$ cat src/rtl/param_ld_ctr_pkg.sv
// -----------------------------------------------------------------------------
// param_ld_ctr_pkg
// Shared constants for the loadable up/down counter and its benches.
//   CTR_UP / CTR_DN     : values of the up_dn port
//   CTR_WRAP / CTR_SAT  : values of the sat port
// -----------------------------------------------------------------------------
package param_ld_ctr_pkg;

    localparam logic CTR_UP   = 1'b1;
    localparam logic CTR_DN   = 1'b0;
    localparam logic CTR_WRAP = 1'b0;
    localparam logic CTR_SAT  = 1'b1;

endpackage : param_ld_ctr_pkg

$ cat src/rtl/param_ld_ctr_next.sv
// -----------------------------------------------------------------------------
// param_ld_ctr_next
// Combinational next-count and end-of-range logic for param_ld_ctr.
// Holds no state.
//   ctr    : current count (always < MODULUS)
//   up_dn  : count direction (CTR_UP / CTR_DN)
//   sat    : end-of-range mode (CTR_SAT holds, CTR_WRAP wraps)
//   nxt    : count value after one enabled step
//   at_end : ctr sits at the range end for the current direction
// -----------------------------------------------------------------------------
module param_ld_ctr_next
    import param_ld_ctr_pkg::*;
#(
    parameter int     WIDTH   = 4,
    parameter longint MODULUS = longint'(1) << WIDTH
) (
    input  logic [WIDTH-1:0] ctr,
    input  logic             up_dn,
    input  logic             sat,
    output logic [WIDTH-1:0] nxt,
    output logic             at_end
);

    // One extra bit so that MODULUS = 2**WIDTH cannot alias to zero.
    localparam logic [WIDTH:0] MOD_M1 = (WIDTH+1)'(MODULUS - 1);

    logic [WIDTH:0] ctr_x;
    logic [WIDTH:0] nxt_x;

    always_comb begin
        ctr_x  = {1'b0, ctr};
        nxt_x  = ctr_x;
        at_end = 1'b0;
        if (up_dn == CTR_DN) begin
            at_end = (ctr_x == '0);
            if (!at_end)
                nxt_x = ctr_x - 1'b1;
            else if (sat != CTR_SAT)
                nxt_x = MOD_M1;
        end else begin
            at_end = (ctr_x == MOD_M1);
            if (!at_end)
                nxt_x = ctr_x + 1'b1;
            else if (sat != CTR_SAT)
                nxt_x = '0;
        end
        nxt = nxt_x[WIDTH-1:0];
    end

endmodule : param_ld_ctr_next

$ cat src/rtl/param_ld_ctr.sv
// -----------------------------------------------------------------------------
// param_ld_ctr
// Loadable modulo-MODULUS up/down counter with wrap or saturate mode.
//   clk     : clock, rising edge
//   rst     : asynchronous active-high reset
//   en      : count enable
//   load    : synchronous parallel load (beats en)
//   l_data  : load value, clamped to MODULUS-1
//   up_dn   : 1 = count up, 0 = count down
//   sat     : 1 = saturate at range end, 0 = wrap
//   ctr     : registered count
//   tc      : combinational terminal count (en and at range end)
//   wrap    : registered one-cycle pulse after a wrap-around
//   sat_hit : sticky flag, set by a blocked count, cleared by load/reset
// -----------------------------------------------------------------------------
module param_ld_ctr
    import param_ld_ctr_pkg::*;
#(
    parameter int     WIDTH   = 4,
    parameter longint MODULUS = longint'(1) << WIDTH
) (
    input  logic             clk,
    input  logic             rst,
    input  logic             en,
    input  logic             load,
    input  logic [WIDTH-1:0] l_data,
    input  logic             up_dn,
    input  logic             sat,
    output logic [WIDTH-1:0] ctr,
    output logic             tc,
    output logic             wrap,
    output logic             sat_hit
);

    if (WIDTH < 2 || WIDTH > 32) begin : g_bad_width
        $fatal(1, "param_ld_ctr: WIDTH=%0d outside 2..32", WIDTH);
    end
    if (MODULUS < 2 || MODULUS > (longint'(1) << WIDTH)) begin : g_bad_modulus
        $fatal(1, "param_ld_ctr: MODULUS=%0d outside 2..2**WIDTH", MODULUS);
    end

    localparam logic [WIDTH:0]   MOD_W   = (WIDTH+1)'(MODULUS);
    localparam logic [WIDTH-1:0] CTR_MAX = WIDTH'(MODULUS - 1);

    // Out-of-range load values land on the top of the range.
    function automatic logic [WIDTH-1:0] clamp_load(input logic [WIDTH-1:0] d);
        if ({1'b0, d} >= MOD_W)
            return CTR_MAX;
        return d;
    endfunction

    logic [WIDTH-1:0] nxt;
    logic             at_end;

    param_ld_ctr_next #(
        .WIDTH   (WIDTH),
        .MODULUS (MODULUS)
    ) u_next (
        .ctr    (ctr),
        .up_dn  (up_dn),
        .sat    (sat),
        .nxt    (nxt),
        .at_end (at_end)
    );

    assign tc = en && at_end;

    always_ff @(posedge clk or posedge rst) begin
        if (rst) begin
            ctr     <= '0;
            wrap    <= 1'b0;
            sat_hit <= 1'b0;
        end else if (load) begin
            ctr     <= clamp_load(l_data);
            wrap    <= 1'b0;
            sat_hit <= 1'b0;
        end else if (en) begin
            ctr  <= nxt;
            wrap <= at_end && (sat == CTR_WRAP);
            if (at_end && (sat == CTR_SAT))
                sat_hit <= 1'b1;
        end else begin
            wrap <= 1'b0;
        end
    end

endmodule : param_ld_ctr

$ cat config.mk
export PLATFORM = sky130hd
export DESIGN_NAME = param_ld_ctr
export DESIGN_NICKNAME = d
export VERILOG_FILES = /design/src/rtl/param_ld_ctr_pkg.sv /design/src/rtl/param_ld_ctr_next.sv /design/src/rtl/param_ld_ctr.sv
export SDC_FILE = /design/constraint.sdc
export NUM_CORES = 1
export LEC_CHECK = 0
export BUFFER_PORTS_ARGS = -buffer_cell sky130_fd_sc_hd__buf_2
export CAP_MARGIN = 20
export CORE_ASPECT_RATIO = 1.1
export CORE_MARGIN = 3
export CORE_UTILIZATION = 30
export DETAILED_ROUTE_END_ITERATION = 8
export PLACE_DENSITY_LB_ADDON = 0.25
export SYNTH_ARGS = -nofsm -noshare
export SYNTH_HDL_FRONTEND = slang
export SYNTH_HIERARCHICAL = 1
export SYNTH_SLANG_ARGS = --single-unit
$ cat constraint.sdc
create_clock -name clk -period 2.78 [get_ports clk]
set_clock_uncertainty 0.15 [all_clocks]
set_input_delay 0.556 -clock clk [delete_from_list [all_inputs] [get_ports clk]]
set_output_delay 0.556 -clock clk [all_outputs]
set_load 0.02 [all_outputs]
==> reports/qor.txt, run 1 <==
Status - finished clean
Area growth from synthesis to layout - 17.1%
Vias in the first global route - 467
Num CTS Buffers - 3
CTS tree - built
Port bufs - 16
Avg Cell Area, Syn - 8.44 um^2
Multi-input logic area - 359 um^2
Sequence of cells on the critical path - inv_2 -> ha_1 -> or3b_4 -> mux2i_2 -> and2_4 -> buf_2
Vias - 532
Share of cells above drive strength 1 - 33.3%
R2R setup slack - 820 ps
Worst path slowest cell - dfrtp_1
GP Congestion - 0.784
Reg-to-reg startpoint - ctr[0]
Antenna violations before repair - 0
Number of synthesized flops with an enable pin - 0
RSZ-0062 raised after global routing - no
Via density - 5.43
Worst relative slew slack - 79.6%
Worst Path Required - 2070 ps
DP HPWL - 976 um
Pwr Total - 303 uW
Remaining antenna violation count - 0
Clk root buf - clkbuf_4
Worst vdd ir - 0.374 mV
Max Cap Violations - 0
Setup-failing EPs final - 0
Worst Tran Pin Value - 303 ps
Final min period - 2660 ps
Adder-Cell Fraction of Synth Area - 4.49%
Post-Synthesis Cells - 66
Clock Path Buffers - 2
Global route overflow - 0
Slew Limit Fails - 0
Crit path DAT - 1950 ps
Post-Synth XOR/XNOR Area - 0%
Synth cell types - 30
Die X - 47.1 um
FF+latch count, synth - 6
Yosys warning total - 6
Hold_buf cts - 0
Mux cell area share after synthesis - 8.99%
Row cnt - 15
FF-to-FF End - ctr[1]
Compound-cell area share of the yosys netlist - 24.7%
Largest family of logic cells by synthesized area - simple AND/OR/NAND/NOR gates
P_leak - 0.308 nW
Worst r2r path cells - 7
Utilization after layout - 39.5%
Most common cell after layout, fill and taps aside - buf_2
Post-Syn Nets - 78
CP top delay family - simple AND/OR/NAND/NOR gates
Filler cells - 170
Nets - 95
Mean routed wirelength per cell - 12.9 um
DRT iter0 DRCs - 8
Most frequent cells in the layout - buf_2, nand2_1, dfrtp_1, o21ai_0
Ys flop type - dfrtp_1
Period utilisation layout - 95.6%
Post-route cell area - 652 um^2
CP max FO - 8
# resized after CTS - 0
DRT Pass-1 Iters - 4
Setup_tns - 0 ps
Die Span Y - 51.2 um
Die area - 2410 um^2
Slowest stage delay, CP - 450 ps
Clock transition at path regs - 40 ps
Residual DRC - 0
Fmax - 0.376 GHz
H-Tree Depth - 1
Post-Synth Simple-Gate Area - 25.6%
Register area - 150 um^2
I/O pins - 17
Hold Crit Class - in -> async
Crit Path Category - reg -> out
Clock latency on the worst-skew pair - 240 ps
Starting density of the core - 33.7%
Largest net degree at the start of global routing - 12
Total core area - 1650 um^2
Mapped cell area - 557 um^2
Total GRT Usage - 11.8%
Final Hold Vio Count - 0
Pwr per Cell Area - 465 nW/um^2
WL final - 1.26 mm
Clock sink total - 6
Placed standard-cell area - 626 um^2
Ys async rst share - 100%
Ant. Diodes - 0
Post CTS Setup Buffer Count - 0
CP endpoint kind - output port
Critical path launch point type - flip-flop
Global-route wire length before repair - 2.09 mm
Worst path bufs/invs - 2
Seq/Total Area, Yosys - 27.0%
Worst hold margin - 70.2 ps
## stage by stage
step / worst slack [ps] / instances
after floorplan: 465 / 66
after global routing: 11.7 / 98
after CTS: 66.8 / 98
after detailed placement: 328 / 95
final: 123 / 98
after global placement: 373 / 95
## cell families after synthesis
kind of cell / after synthesis
DFF: 6
AOI/OAI and AO/OA: 19
adders and majority gates: 2
muxes: 5
buffers and inverters: 9
and+or+nand+nor: 25
## Yosys cell counts, drive strengths merged, types with 2 or more instances
master	number	area share [%]
nand3	3	2.7
ha	2	4.5
nor2	2	1.3
a21oi	3	2.7
nand2	8	5.4
inv	5	3.4
nand2b	2	2.2
o211ai	2	2.7
nor3	2	1.8
mux2i	5	9.0
o21ai	5	4.5
o311ai	2	3.1
dfrtp	6	27
buf	3	4.9
nor2b	2	2.2
## flip-flops by register name, indices dropped and copies added (netlist names)
signal   cells
ctr          4
sat_hit      1
wrap         1
## cell type report
type	count	share of cell area (%)
multi-input combinational	51	55.1
sequential	6	23.0
timing repair buffer	16	12.3
clock buffer	3	3.45
tap	17	3.26
inverter	5	2.88
## worst max path at each step
stage	startpoint	to	slack [ps]	depth (start not counted)
finish	ctr[0]	tc	120	6
CTS	ctr[0]	tc	70	6
detailed placement	ctr[0]	tc	330	6
floorplan	ctr[0]	tc	470	5
global route	ctr[1]	tc	10	6
global placement	ctr[0]	tc	370	6
## report_power, final
group | leakage (nW) | switching [mW] | internal, mW
combinational | 0.219 | 0.0606 | 0.0500
sequential | 0.0760 | 0.0191 | 0.0957
clock | 0.0138 | 0.0288 | 0.0487
## layer usage
layer / track usage (%) / wire length, um / vias to the layer above / part of all wire, %
li1: - / - / 272 / -
met3: 4.58 / 70 / 0 / 5.5
met5: 0 / 0 / - / 0
met2: 16.7 / 558 / 15 / 44
met4: 0 / 0 / 0 / 0
met1: 17.8 / 635 / 245 / 50
Power figures use the tool's default switching activity.
==> run 2, diff against run 1 <==
--- a/config.mk
+++ b/config.mk
@@ -7,12 +7,10 @@
 export LEC_CHECK = 0
 export BUFFER_PORTS_ARGS = -buffer_cell sky130_fd_sc_hd__buf_2
 export CAP_MARGIN = 20
-export CORE_ASPECT_RATIO = 1.1
-export CORE_MARGIN = 3
-export CORE_UTILIZATION = 30
+export CORE_AREA = 3 3 40 42
 export DETAILED_ROUTE_END_ITERATION = 8
+export DIE_AREA = 0 0 43 45
 export PLACE_DENSITY_LB_ADDON = 0.25
 export SYNTH_ARGS = -nofsm -noshare
 export SYNTH_HDL_FRONTEND = slang
-export SYNTH_HIERARCHICAL = 1
 export SYNTH_SLANG_ARGS = --single-unit
==> reports/qor.txt, run 2 <==
Fmax - 0.379 GHz (was 0.376 GHz)
DP HPWL - 766 um (was 976 um)
Biggest register - ctr (unchanged)
Die X - 43 um (was 47.1 um)
Max Cap Violations - 0 (unchanged)
Ys async rst share - 100% (unchanged)
Pre-CTS WS - 385 ps (was 328 ps)
Area growth from synthesis to layout - 26.1% (was 17.1%)
Placed standard-cell area - 551 um^2 (was 626 um^2)
FF+latch count, synth - 6 (unchanged)
Pwr Total - 311 uW (was 303 uW)
Top post-synthesis cells by area - dfrtp_1, mux2i_1, a21oi_1, ha_1, inv_1 (was dfrtp_1, mux2i_1, nand2_1, ha_1, o21ai_0)
CTS tree - built (unchanged)
RSZ-0062 raised after global routing - no (unchanged)
Final setup margin - 143 ps (was 123 ps)
Pwr per Cell Area - 542 nW/um^2 (was 465 nW/um^2)
Most frequent cells in the layout - buf_2, inv_1, a21oi_1, dfrtp_1, nand2_1 (was buf_2, nand2_1, dfrtp_1, o21ai_0)
Mapped cell area - 455 um^2 (was 557 um^2)
Clock Path Buffers - 2 (unchanged)
Total core area - 1280 um^2 (was 1650 um^2)
CP max FO - 8 (unchanged)
Filler cells - 130 (was 170)
Post-Syn Nets - 59 (was 78)
DRT iter0 DRCs - 4 (was 8)
H-Tree Depth - 1 (unchanged)
Antenna violations before repair - 0 (unchanged)
Residual DRC - 0 (unchanged)
Avg Cell Area, Syn - 9.69 um^2 (was 8.44 um^2)
Row cnt - 13 (was 15)
Post CTS Setup Buffer Count - 0 (unchanged)
Final min period - 2640 ps (was 2660 ps)
Status - finished clean (unchanged)
Die Span Y - 45 um (was 51.2 um)
Period utilisation layout - 94.9% (was 95.6%)
Mean routed wirelength per cell - 11.9 um (was 12.9 um)
Clock sink total - 6 (unchanged)
DRT Pass-1 Iters - 3 (was 4)
I/O pins - 17 (unchanged)
Port bufs - 16 (unchanged)
Clock transition at path regs - 50 ps (was 40 ps)
Post-Synthesis Cells - 47 (was 66)
Clk root buf - clkbuf_4 (unchanged)
Remaining antenna violation count - 0 (unchanged)
Slew Limit Fails - 0 (unchanged)
Clock latency on the worst-skew pair - 250 ps (was 240 ps)
Ys flop type - dfrtp_1 (unchanged)
Setup_tns - 0 ps (unchanged)
Top post-synthesis cells by count - dfrtp_1, inv_1, a21oi_1, nand2_1, mux2i_1 (was nand2_1, dfrtp_1, inv_1, mux2i_1, o21ai_0)
Final Hold Vio Count - 0 (unchanged)
Largest net degree at the start of global routing - 10 (was 12)
Global-route wire length before repair - 1.59 mm (was 2.09 mm)
Hold Crit Class - in -> async (unchanged)
CP endpoint kind - output port (unchanged)
Max reg flops - 4 (unchanged)
Nets - 79 (was 95)
Seq/Total Area, Yosys - 33.0% (was 27.0%)
Die area - 1940 um^2 (was 2410 um^2)
Setup-failing EPs final - 0 (unchanged)
P_leak - 0.283 nW (was 0.308 nW)
Crit Path Category - reg -> out (unchanged)
WL final - 950 um (was 1.26 mm)
Crit path DAT - 1930 ps (was 1950 ps)
Total GRT Usage - 11.6% (was 11.8%)
Utilization after layout - 44.7% (was 39.5%)
Worst relative slew slack - 78.9% (was 79.6%)
Worst Tran Pin Value - 313 ps (was 303 ps)
Worst vdd ir - 0.269 mV (was 0.374 mV)
Num CTS Buffers - 3 (unchanged)
Share of cells above drive strength 1 - 43.1% (was 33.3%)
Synth cell types - 25 (was 30)
Vias - 394 (was 532)
Critical path launch point type - flip-flop (unchanged)
Share of the synthesized area in the top cell type - 33.0% (was 27.0%)
Hold_buf cts - 0 (unchanged)
Worst Path Required - 2070 ps (about the same)
Number of synthesized flops with an enable pin - 0 (unchanged)
Yosys warning total - 0 (was 6)
Most common cell after layout, fill and taps aside - buf_2 (unchanged)
GP Congestion - 0.763 (was 0.784)
Via density - 4.93 (was 5.43)
Area leader, netlist - dfrtp_1 (unchanged)
Largest regs - ctr x4, sat_hit x1, wrap x1 (unchanged)
Ant. Diodes - 0 (unchanged)
# resized after CTS - 0 (unchanged)
Post-route cell area - 574 um^2 (was 652 um^2)
Starting density of the core - 35.4% (was 33.7%)
Global route overflow - 0 (unchanged)
Vias in the first global route - 352 (was 467)
-- run 2: cell families (layout without fill, tap and decap cells) --
group                      after synthesis  after routing  share of synthesized area, %
AOI/OAI and AO/OA                       15             15                          24.5
DFF                                      6              6                          33.0
xor gates and xnor gates                 2              2                          3.85
and+or+nand+nor                          9              9                          11.8
adders and majority gates                2              2                          5.49
buffers and inverters                    8             26                          6.59
muxes                                    5              5                          14.8
-- run 2: cell type report --
class | instances | area [um^2] | share of cell area [%]
flip-flops and latches | 6 | 151 | 26.4
inverters | 7 | 26.3 | 4.58
clock buffers | 3 | 22.5 | 3.92
well taps | 15 | 18.8 | 3.27
multi-input cells | 33 | 275 | 47.9
repair buffers | 16 | 80.1 | 13.9
-- run 2: report_power, final --
part,total (mW),internal [mW],switching [mW]
clock network,0.0815,0.0489,0.0326
logic,0.117,0.0535,0.0635
registers,0.113,0.0979,0.0149
-- run 2: worst max-delay path: stages (launching register included) --
cell and delay, ps:
dfrtp_2 450, inv_1 110, ha_1 190, or3b_4 400, mux2i_4 180, and2_1 180
buf_2 170
-- run 2: metal layers --
layer  vias to the layer above  wire, um  GRT usage, %
li1                        203         -             -
met5                         -         0             0
met3                         0        56          7.17
met4                         0         0          1.81
met2                        11       419          17.4
met1                       180       474          14.5
-- run 2: final timing paths --
path	startpoint	to	slack, ps	depth (start not counted)
worst max-delay path	ctr[0]	tc	140	6
worst min-delay path	rst	ctr[2]	80	2
worst max register to register	ctr[0]	ctr[2]	710	7
worst min register to register	sat_hit	sat_hit	350	2
max in group asynchronous	rst	ctr[0]	2180	2
min in group clk	sat_hit	sat_hit	350	2
-- run 2: per-stage QoR --
| stage | hold slack, ps | instances |
|---|---|---|
| after detailed placement | 345 | 77 |
| after global placement | 342 | 77 |
| after floorplan | 197 | 47 |
| after global routing | 69.4 | 80 |
| final | 76.9 | 80 |
| after CTS | 76.7 | 80 |
